### src/rtl/spi_target.sv
// SPI mode-0 target: lets an external host peek/poke a 128-entry window
// through a simple strobe bus. All SPI pins are oversampled in clk.
module spi_target #(
    parameter int unsigned SYNC_STAGES = 2,
    parameter logic [7:0]  IDLE_MISO   = 8'h00
) (
    input  logic       clk,
    input  logic       reset,
    input  logic       spi_sclk,
    input  logic       spi_cs_n,
    input  logic       spi_mosi,
    output logic       spi_miso,
    output logic       spi_miso_oe,
    output logic [6:0] bus_addr,
    output logic [7:0] bus_wdata,
    output logic       bus_we,
    output logic       bus_re,
    input  logic [7:0] bus_rdata,
    output logic       busy
);

    localparam int unsigned ADDR_W = 7;
    localparam int unsigned DATA_W = 8;
    localparam int unsigned CNT_W  = 3;

    typedef enum logic [2:0] {
        S_WAIT_CS,
        S_IDLE,
        S_CMD,
        S_WR,
        S_RD
    } state_e;

    logic [SYNC_STAGES-1:0] sclk_sync_q, sclk_sync_d;
    logic [SYNC_STAGES-1:0] cs_sync_q, cs_sync_d;
    logic [SYNC_STAGES-1:0] mosi_sync_q, mosi_sync_d;
    logic                   sclk_hist_q, sclk_hist_d;

    state_e              state_q, state_d;
    logic [CNT_W-1:0]    bit_cnt_q, bit_cnt_d;
    logic [DATA_W-2:0]   rx_q, rx_d;
    logic [DATA_W-1:0]   tx_q, tx_d;
    logic [DATA_W-1:0]   hold_q, hold_d;
    logic [ADDR_W-1:0]   addr_q, addr_d;
    logic [DATA_W-1:0]   wdata_q, wdata_d;
    logic                we_q, we_d;
    logic                re_q, re_d;
    logic                cap_q, cap_d;
    logic                ld_pend_q, ld_pend_d;
    logic                busy_q, busy_d;
    logic                oe_q, oe_d;

    logic              sclk_s, cs_n_s, mosi_s;
    logic              rise, fall, byte_done;
    logic [DATA_W-1:0] rx_byte;

    assign sclk_s = sclk_sync_q[SYNC_STAGES-1];
    assign cs_n_s = cs_sync_q[SYNC_STAGES-1];
    assign mosi_s = mosi_sync_q[SYNC_STAGES-1];

    // Synchronizer shift chains and sclk history for edge detection
    always_comb begin
        sclk_sync_d = {sclk_sync_q[SYNC_STAGES-2:0], spi_sclk};
        cs_sync_d   = {cs_sync_q[SYNC_STAGES-2:0], spi_cs_n};
        mosi_sync_d = {mosi_sync_q[SYNC_STAGES-2:0], spi_mosi};
        sclk_hist_d = sclk_s;
    end

    assign rise      = ~cs_n_s & sclk_s & ~sclk_hist_q;
    assign fall      = ~cs_n_s & ~sclk_s & sclk_hist_q;
    assign rx_byte   = {rx_q, mosi_s};
    assign byte_done = rise && (bit_cnt_q == CNT_W'(7));

    // Frame decode, bus strobes, address stepping and MISO shifter
    always_comb begin
        state_d   = state_q;
        bit_cnt_d = bit_cnt_q;
        rx_d      = rx_q;
        tx_d      = tx_q;
        hold_d    = hold_q;
        addr_d    = addr_q;
        wdata_d   = wdata_q;
        we_d      = 1'b0;
        re_d      = 1'b0;
        cap_d     = re_q;
        ld_pend_d = ld_pend_q;

        // Read data arrives the cycle after the strobe; step past it afterwards
        if (cap_q) begin
            hold_d = bus_rdata;
            addr_d = addr_q + ADDR_W'(1);
        end
        if (we_q) begin
            addr_d = addr_q + ADDR_W'(1);
        end

        case (state_q)
            S_WAIT_CS: begin
                if (cs_n_s) begin
                    state_d = S_IDLE;
                end
            end
            S_IDLE: begin
                if (!cs_n_s) begin
                    state_d   = S_CMD;
                    tx_d      = IDLE_MISO;
                    bit_cnt_d = '0;
                    ld_pend_d = 1'b0;
                end
            end
            default: begin
                if (cs_n_s) begin
                    state_d   = S_IDLE;
                    bit_cnt_d = '0;
                    ld_pend_d = 1'b0;
                end else begin
                    if (rise) begin
                        rx_d      = rx_byte[DATA_W-2:0];
                        bit_cnt_d = bit_cnt_q + CNT_W'(1);
                    end
                    if (fall) begin
                        if (ld_pend_q) begin
                            tx_d      = (state_q == S_RD) ? hold_q : IDLE_MISO;
                            ld_pend_d = 1'b0;
                        end else begin
                            tx_d = {tx_q[DATA_W-2:0], 1'b0};
                        end
                    end
                    if (byte_done) begin
                        ld_pend_d = 1'b1;
                        case (state_q)
                            S_CMD: begin
                                addr_d = rx_byte[ADDR_W-1:0];
                                if (rx_byte[DATA_W-1]) begin
                                    state_d = S_WR;
                                end else begin
                                    state_d = S_RD;
                                    re_d    = 1'b1;
                                end
                            end
                            S_WR: begin
                                wdata_d = rx_byte;
                                we_d    = 1'b1;
                            end
                            S_RD: begin
                                re_d = 1'b1;
                            end
                            default: ;
                        endcase
                    end
                end
            end
        endcase

        busy_d = (state_d == S_CMD) || (state_d == S_WR) || (state_d == S_RD);
        oe_d   = ~cs_n_s;
    end

    // State register; cs_n chain resets low so a frame in progress at reset
    // must see a real cs_n high before it can be decoded
    always_ff @(posedge clk) begin
        if (reset) begin
            sclk_sync_q <= '0;
            cs_sync_q   <= '0;
            mosi_sync_q <= '0;
            sclk_hist_q <= 1'b0;
            state_q     <= S_WAIT_CS;
            bit_cnt_q   <= '0;
            rx_q        <= '0;
            tx_q        <= '0;
            hold_q      <= '0;
            addr_q      <= '0;
            wdata_q     <= '0;
            we_q        <= 1'b0;
            re_q        <= 1'b0;
            cap_q       <= 1'b0;
            ld_pend_q   <= 1'b0;
            busy_q      <= 1'b0;
            oe_q        <= 1'b0;
        end else begin
            sclk_sync_q <= sclk_sync_d;
            cs_sync_q   <= cs_sync_d;
            mosi_sync_q <= mosi_sync_d;
            sclk_hist_q <= sclk_hist_d;
            state_q     <= state_d;
            bit_cnt_q   <= bit_cnt_d;
            rx_q        <= rx_d;
            tx_q        <= tx_d;
            hold_q      <= hold_d;
            addr_q      <= addr_d;
            wdata_q     <= wdata_d;
            we_q        <= we_d;
            re_q        <= re_d;
            cap_q       <= cap_d;
            ld_pend_q   <= ld_pend_d;
            busy_q      <= busy_d;
            oe_q        <= oe_d;
        end
    end

    assign spi_miso    = tx_q[DATA_W-1];
    assign spi_miso_oe = oe_q;
    assign bus_addr    = addr_q;
    assign bus_wdata   = wdata_q;
    assign bus_we      = we_q;
    assign bus_re      = re_q;
    assign busy        = busy_q;

endmodule

### config.mk
export PLATFORM = sky130hd
export DESIGN_NAME = spi_target
export DESIGN_NICKNAME = d
export VERILOG_FILES = /design/src/rtl/spi_target.sv
export SDC_FILE = /design/constraint.sdc
export NUM_CORES = 1
export LEC_CHECK = 0
export CORE_ASPECT_RATIO = 2
export CORE_MARGIN = 4
export CORE_UTILIZATION = 48
export DETAILED_ROUTE_END_ITERATION = 6
export GPL_ROUTABILITY_DRIVEN = 0
export PLACE_DENSITY = 0.79
export RECOVER_POWER = 25
export SKIP_LAST_GASP = 1
export SLEW_MARGIN = 20
export SYNTH_ARGS = -nofsm -noshare
export SYNTH_HDL_FRONTEND = slang
export SYNTH_SLANG_ARGS = --single-unit
### constraint.sdc
create_clock -name clk -period 1.7 [get_ports clk]
set_input_delay 0.34 -clock clk [delete_from_list [all_inputs] [get_ports clk]]
set_output_delay 0.34 -clock clk [all_outputs]
set_load 0.05 [all_outputs]
==> After elaboration in Yosys (flattened, before gate mapping) <==
Index checks and enable logic that the tools add are counted.
{ "classes": {"add_sub_neg": 2, "reduce_logical": 14, "n_eq_ne": 9, "bitwise": 10, "n_mux": 31} }
{ "op_table": {"columns": ["op", "n"], "rows": [
  ["7-bit 2-to-1 mux", 6],
  ["8-bit 2-to-1 mux", 5],
  ["3-bit 2-to-1 mux", 9],
  ["8-bit case mux with 2 select lines", 1],
  ["3-bit by 2-bit equality test with 1-bit output, second input constant", 4],
  ["3-bit case mux with 2 select lines", 2],
  ["3-bit AND reduction", 4],
  ["3-bit equality test, second input constant", 3],
  ["7-bit by 1-bit adder with 7-bit output, second input constant", 1],
  ["1-bit 2-to-1 mux", 6],
  ["1-bit inverter", 6],
  ["5-bit OR reduction", 1],
  ["1-bit bitwise AND", 4],
  ["1-bit case mux with 2 select lines", 2],
  ["4-bit AND reduction", 1],
  ["4-bit nonzero test", 1],
  ["3-bit by 1-bit adder with 3-bit output, second input constant", 1],
  ["3-bit by 1-bit equality test with 1-bit output, second input constant", 1],
  ["3-bit zero test", 1],
  ["3-bit nonzero test", 1],
  ["1-bit logical OR", 2],
  ["2-bit != test, second input constant", 1],
  ["2-bit nonzero test", 1],
  ["2-bit OR reduction", 1],
  ["1-bit logical AND", 1]
]} }
{ "word_totals": {"input_bits": 13, "out_inout_bits": 20, "regBits": 57, "elab_cells": 83} }

==> Depth between registers and ports, before layout <==
Gate-level depths: netlist of the first run.
{ "depth": {"depth_word": 10, "mapped_depth": 8} }

==> Worst setup path before layout of the first run <==
No wires, ideal clock.
{ "synth_path": {"kind": "register to register", "startpoint": "register bit_cnt_q[0]", "endpoint": "register addr_q[1], in the netlist bus_addr[1]", "setup_slack_ns": -0.068, "synth_period_minus_slack_ns": 1.768, "t_arrival_ns": 1.677, "n_path_buf": 2, "path_stages_with_launch": 8, "setup_time_ns": 0.091, "cell_sequence": "dfxtp_1 ha_1 ha_1 nand4bb_1 or4_1 buf_2 buf_6 a311oi_1"} }
{ "synth_via": {"elab_chain_len": 5} }
{ "synth_lines": {"columns": ["item", "line", "source"], "rows": [
  ["start: declaration", "40", "logic [CNT_W-1:0] bit_cnt_q, bit_cnt_d;"],
  ["start signal: assignment", "186", "bit_cnt_q <= bit_cnt_d;"],
  ["3-bit equality test", "72", "assign byte_done = rise && (bit_cnt_q == CNT_W'(7));"],
  ["1-bit logical AND", "72", null],
  ["7-bit 2-to-1 mux", "129", "if (byte_done) begin"],
  ["7-bit 2-to-1 mux", "112", "if (cs_n_s) begin"],
  ["7-bit 2-to-1 mux", "97", "case (state_q)"],
  ["end signal: assignment", "190", "addr_q <= addr_d;"],
  ["end: declaration", "44", "logic [ADDR_W-1:0] addr_q, addr_d;"]
]} }
No other way between the ends.
A chain may end at the register's enable or synchronous reset.

==> Final worst setup path of the first run <==
Ends and elaborated chain as after synthesis.

==> out/metrics.yaml, run 1 <==
run_status:
  status: "finished, final reports clean"
power:
  powerDensity_nw_per_um2: 905
  p_int_mw: 2.11
  p_sw_share_pct: 20.2
  seq_power_share_pct: 51.0
  p_sw_uw: 535
  p_leak_nw: 1.11
  irDropWorstVdd_uv: 830
  pwr-share-clk_pct: 44.8
  pwr-share-comb_pct: 4.1
cts:
  cts_tree: "yes"
  ctsRootBufferMaster: "clkbuf_8"
  cts-htree-levels: 3
  clock_path_buffers: 2
  clkTransAtPathRegs_ns: 0.06
  clkLatencyLatePin_ns: 0.32
  cts_buffers: 9
  cts.sinks: 57
  cts_hold_buf: 0
synthesis:
  yosysUniqueCellTypes: 39
  yosys.area.top_type_share_pct: 50.8
  synth_cells: 234
  yosys.area.top_type: "dfxtp_1"
  synth-seq-area-share_pct: 50.8
  syn-num-nets: 250
  synth_xor_area_share_pct: 2.73
  synth_compound_area_share_pct: 11.0
  synth_top_family_by_area: "simple AND/OR/NAND/NOR gates"
  syn_avg_cell_area_um2: 9.60
  ys_top_cells_by_area: "dfxtp_1 (51%), mux2i_1 (11%), nor2_1 (6.7%)"
  syn_area_um2: 2250
  synthAdderAreaFrac_pct: 1.67
  muxShareOfSynthArea_pct: 10.7
  synth-simple-area-share_pct: 19.9
  synth_warnings: 0
  synth-seq-cells: 57
critical_path:
  critPathLaunchType: "flop"
  crit_chain: "ha_4 > ha_4 > nand4bb_4 > or4_4 > buf_6 > nor2_1 > a311oi_2"
  arrival_ns: 1.82
  cpPeakStageDelay_ns: 0.44
  crit_fanout: 7
  crit_top_cell: "ha_4"
  end_kind: "flop"
  critPathKind: "flop to flop"
  cpMaxStageDelayCell: "or4_4"
  cp.required_ns: 1.90
hold_path:
  min_path_type: "flop to flop"
global_routing:
  grt_overflow: 0
  track_usage_pct: 16.3
  grt_antenna_before_repair: 0
  grt_max_degree: 43
  grt_pass1_wl_um: 7560
  first_global_vias: 1735
detailed_routing:
  routed-via-count: 1782
  wl_per_cell_um: 13.3
  routed_wl_um: 4570
  ant_nets: 0
  drcViolationCount: 0
  dr.pass1.iters: 4
  drtIter0Drc: 33
  drt-vias-per-instance: 5.21
final_layout:
  fillers: 393
  drive_gt1_share_pct: 20.9
  regArea_um2: 1150
  instances_no_fill: 342
  final_common_cell: "dfxtp_1"
  mostFrequentLayoutCells: "dfxtp_1 (55), nor2_1 (40), buf_4 (30), mux2i_1 (24), nor2b_1 (17)"
  area_growth_pct: 30.3
  post-route-util_pct: 64.2
  antenna_cells: 0
  multi_input_area_um2: 1080
  fin_nets: 298
floorplan:
  die_h_um: 105
  initial_core_util_pct: 49.3
  die_w_um: 56.4
  core.rowCount: 35
  fp.coreArea_um2: 4550
  io_pins: 33
  die_area_um2: 5900
place:
  port_buffers: 32
  hpwl_um: 3240
  place_inst: 324
sta:
  setup_tns_ns: 0
  finalCritPeriodShare_pct: 95.6
  tightest_slew_ns: 0.417
  slew_violations: 0
  max_freq_ghz: 0.615
  setup_violations: 0
  finalCriticalPeriod_ns: 1.63
  slew_headroom_pct: 72.2
  rsz0062_at_grt: "yes"
  finalHoldViolations: 0
  fin_skew_ns: 0.00622
run:
  maxCapViolations: 0
[synthesized netlist by cell type]
| master | n |
|---|---|
| nor2_2 | 1 |
| dfxtp_1 | 57 |
| nor2_1 | 40 |
| a21boi_0 | 1 |
| nand2_1 | 13 |
| nand4bb_1 | 1 |
| a21oi_1 | 11 |
| and3_1 | 1 |
| a211oi_1 | 5 |
| o21ai_0 | 11 |
| clkbuf_1 | 4 |
| buf_6 | 2 |
| o21a_1 | 1 |
| o2111ai_1 | 2 |
| nor3b_1 | 1 |
| a311oi_1 | 1 |
| o22ai_1 | 2 |
| nor4_1 | 3 |
| nor3_1 | 4 |
| buf_2 | 3 |
| xor2_1 | 4 |
| inv_1 | 2 |
| or4_1 | 1 |
| o31ai_1 | 1 |
| ha_1 | 3 |
| and2b_2 | 1 |
| nand2b_1 | 1 |
| xnor2_1 | 3 |
| o21bai_1 | 1 |
| or3b_1 | 1 |
| or2_2 | 1 |
| nor4b_1 | 1 |
| a311oi_2 | 1 |
| a22oi_1 | 2 |
| nor3_4 | 1 |
| mux2i_1 | 24 |
| nand3_1 | 2 |
| nor2b_1 | 17 |
| buf_1 | 3 |
[area by class of cell]
| type | count | share of cell area, % |
|---|---|---|
| repair buffers | 49 | 14.7 |
| clock inverters | 3 | 1.37 |
| clock buffers | 13 | 5.09 |
| inverters | 2 | 0.257 |
| flip-flops and latches | 57 | 39.2 |
| multi-input cells | 163 | 37.1 |
| well taps | 55 | 2.35 |
[power by group through the flow]
stage / Sequential, mW / Combinational [mW] / Clock (mW)
floorplan: 1.39 / 0.0468 / 0
global placement: 1.38 / 0.109 / 0
detailed placement: 1.38 / 0.111 / 0
CTS: 1.35 / 0.111 / 1.22
global route: 1.35 / 0.118 / 1.29
finish: 1.35 / 0.109 / 1.19
[worst paths after layout]
check        cells past startpoint        endpoint  slack, ns      startpoint
max                              7     bus_addr[1]       0.07    bit_cnt_q[0]
min                              1  sclk_sync_q[1]       0.44  sclk_sync_q[0]
max reg2reg                      7     bus_addr[1]       0.07    bit_cnt_q[0]
min reg2reg                      1  sclk_sync_q[1]       0.44  sclk_sync_q[0]
[sequential cells by signal, indices dropped and copies added, names as in the netlist, 2 cells and up]
name         cells
bit_cnt_q        3
bus_addr         7
bus_wdata        8
cs_sync_q        2
hold_q           8
mosi_sync_q      2
rx_q             7
sclk_sync_q      2
state_q          3
tx_q             8
[cells by family (layout without fill, tap and decap cells)]
| logic type | count (synthesis) | after routing |
|---|---|---|
| AO/OA/AOI/OAI | 39 | 39 |
| adder cells (fa/ha/maj) | 3 | 3 |
| XOR/XNOR | 7 | 7 |
| buffers and inverters | 14 | 67 |
| AND/OR/NAND/NOR | 90 | 90 |
| flip-flops | 57 | 57 |
| multiplexers | 24 | 24 |
[stage by stage]
| stage | hold WS (ns) | cell area (um^2) | worst slack [ns] | total power, mW |
|---|---|---|---|---|
| 2_1_floorplan | 0.414 | 2280 | -0.00160 | 1.44 |
| 3_3_place_gp | 0.419 | 2700 | 0.0613 | 1.49 |
| 3_5_place_dp | 0.428 | 2700 | 0.00177 | 1.49 |
| 4_1_cts | 0.446 | 2900 | 0.0151 | 2.68 |
| 5_1_grt | 0.456 | 2930 | -0.0445 | 2.75 |
| 6_report | 0.437 | 2930 | 0.0745 | 2.65 |
[layer usage]
layer	wire length (um)	up-vias	part of all wire [%]	GRT usage [%]
met4	97	0	2.1	9.00
met2	2420	38	53	28.5
met1	1840	830	40	17.3
li1	-	905	-	-
met5	0	-	0	0
met3	201	9	4.4	4.20
[critical path, delay by kind of cell (launching register included)]
kind	cells	cell delay [ns]
AND/OR/NAND/NOR	3	0.66
flip-flops	1	0.37
AO/OA/AOI/OAI	1	0.06
adder cells (fa/ha/maj)	2	0.26
buffers and inverters	1	0.15
[repair_timing]
item / CTS / global route
setup endpoints to repair: 1 / 7
gates cloned: 0 / 1
setup buffers: 0 / 1
resized for setup: 1 / 5
Note: power is estimated with default switching activity, not from simulation.
==> run 2, diff against run 1 <==
--- a/config.mk
+++ b/config.mk
@@ -7,10 +7,11 @@
 export LEC_CHECK = 0
 export CORE_ASPECT_RATIO = 2
 export CORE_MARGIN = 4
-export CORE_UTILIZATION = 48
+export CORE_UTILIZATION = 55
 export DETAILED_ROUTE_END_ITERATION = 6
+export DONT_BUFFER_PORTS = 1
 export GPL_ROUTABILITY_DRIVEN = 0
-export PLACE_DENSITY = 0.79
+export PLACE_DENSITY = 0.77
 export RECOVER_POWER = 25
 export SKIP_LAST_GASP = 1
 export SLEW_MARGIN = 20
==> run 2 against run 1 <==
Worst hold slack got worse by 0.37 ns. Largest power group unchanged. Clock-buffer cell count increased by 1. Clock skew about the same. Worst setup slack got worse by 0.039 ns. Non-clock buffer count decreased by 31. Die area decreased by 11%. Combinational power decreased by 59%. Clock power about the same. Sequential cell count unchanged.
==> out/metrics.yaml, run 2 (synthesis gave the netlist of run 1 again) <==
floorplan:
  io_pins: 33
  die_h_um: 98.4
  die_area_um2: 5230
  fp.coreArea_um2: 3880
  initial_core_util_pct: 57.8
  core.rowCount: 32
  die_w_um: 53.2
detailed_routing:
  wl_per_cell_um: 14.9
  routed-via-count: 1652
  ant_nets: 0
  dr.pass1.iters: 4
  routed_wl_um: 4580
  drtIter0Drc: 13
  drcViolationCount: 0
  drt-vias-per-instance: 5.38
power:
  powerDensity_nw_per_um2: 965
  p_total_mw: 2.58
  p_leak_nw: 0.965
  irDropWorstVdd_uv: 725
place:
  pre_cts_slack_ns: -0.0195
  dpl_cell_area_um2: 2430
  hpwl_um: 3210
  port_buffers: 0
hold_path:
  min_path_type: "primary input to flop"
  min_from: "reset"
global_routing:
  grt_pass1_wl_um: 7610
  grt_antenna_before_repair: 0
  first_global_vias: 1714
  grt_overflow: 0
  track_usage_pct: 20.2
  grt_max_degree: 49
run:
  maxCapViolations: 0
critical_path:
  critPathLaunchType: "flop"
  arrival_ns: 1.87
  cp_top_family: "simple AND/OR/NAND/NOR gates"
  crit_chain: "ha_4 > ha_4 > nand4bb_4 > or4_4 > buf_4 > nor2_2 > a211oi_2"
  end_kind: "flop"
  crit_top_cell: "ha_4"
  cpMaxStageDelayCell: "or4_4"
  crit_path_start: "bit_cnt_q[0]"
  cpPeakStageDelay_ns: 0.45
  path_buf_inv: 1
  regToRegStartpoint: "bit_cnt_q[0]"
  cp.required_ns: 1.91
  crit_fanout: 6
  critPathKind: "flop to flop"
run_status:
  status: "finished, final reports clean"
cts:
  cts-htree-levels: 3
  clkLatencyLatePin_ns: 0.33
  cts_tree: "yes"
  cts.sinks: 57
  clkTransAtPathRegs_ns: 0.06
  ctsRootBufferMaster: "clkbuf_8"
  cts_buffers: 9
  clock_path_buffers: 2
sta:
  max_freq_ghz: 0.601
  tightest_slew_ns: 0.537
  slew_headroom_pct: 64.2
  finalCriticalPeriod_ns: 1.66
  slew_violations: 0
  setup_violations: 0
  rsz0062_at_grt: "yes"
  finalCritPeriodShare_pct: 97.9
  fin_skew_ns: 0.00595
  finalHoldViolations: 0
  hold_ws_ns: 0.0689
  setup_slack_ns: 0.0356
final_layout:
  multi_input_area_um2: 1100
  fillers: 324
  mostFrequentLayoutCells: "dfxtp_1 (55), nor2_1 (37), mux2i_1 (24), nor2b_1 (17), buf_4 (14)"
  final_common_cell: "dfxtp_1"
  drive_gt1_share_pct: 19.1
  final_area_um2: 2670
  regArea_um2: 1150
  fin_nets: 267
  antenna_cells: 0
  area_growth_pct: 18.9
[run 2: cell type report]
cell class | instances | share of cell area (%)
Tap cell | 51 | 2.39
Timing Repair Buffer | 18 | 6.00
Clock inverter | 2 | 0.375
Clock buffer | 14 | 6.84
Sequential cell | 57 | 42.9
Multi-Input combinational cell | 163 | 41.2
Inverter | 2 | 0.281
[run 2: what timing repair did]
item | in CTS | in global routing
setup endpoints to repair | 4 | 7
buffers inserted | 0 | 0
resized for setup | 4 | 9
cloned | 0 | 1
hold buffers | 0 | 0
pin swaps | 0 | 0
[run 2: report_power, final]
group / internal (mW) / leakage, nW / total [mW] / switching, mW
Combinational: 0.0211 / 0.400 / 0.0443 / 0.0232
Sequential: 1.35 / 0.462 / 1.36 / 0.0146
Clock: 0.683 / 0.102 / 1.17 / 0.489
Total: 2.05 / 0.965 / 2.58 / 0.527
[run 2: worst paths after layout]
| path | slack, ns | depth (start not counted) | end |
|---|---|---|---|
| max | 0.04 | 7 | bus_addr[5] |
| min | 0.07 | 1 | bit_cnt_q[1] |
| max reg2reg | 0.04 | 7 | bus_addr[5] |
| min reg2reg | 0.44 | 1 | cs_sync_q[1] |
[run 2: layer usage]
layer,wire length [um],part of all wire (%),track usage (%)
met4,127,2.8,11.8
met1,1670,36,18.9
met5,0,0,0
met2,2610,57,36.5
met3,172,3.8,5.34
[run 2: per-stage QoR]
step	TNS (ns)	util, %	instances
floorplan	-0.00160	-	234
global placement	0	62.6	290
detailed placement	-0.0195	62.6	290
CTS	0	68.0	306
global route	-0.0516	68.8	307
finish	0	68.8	307
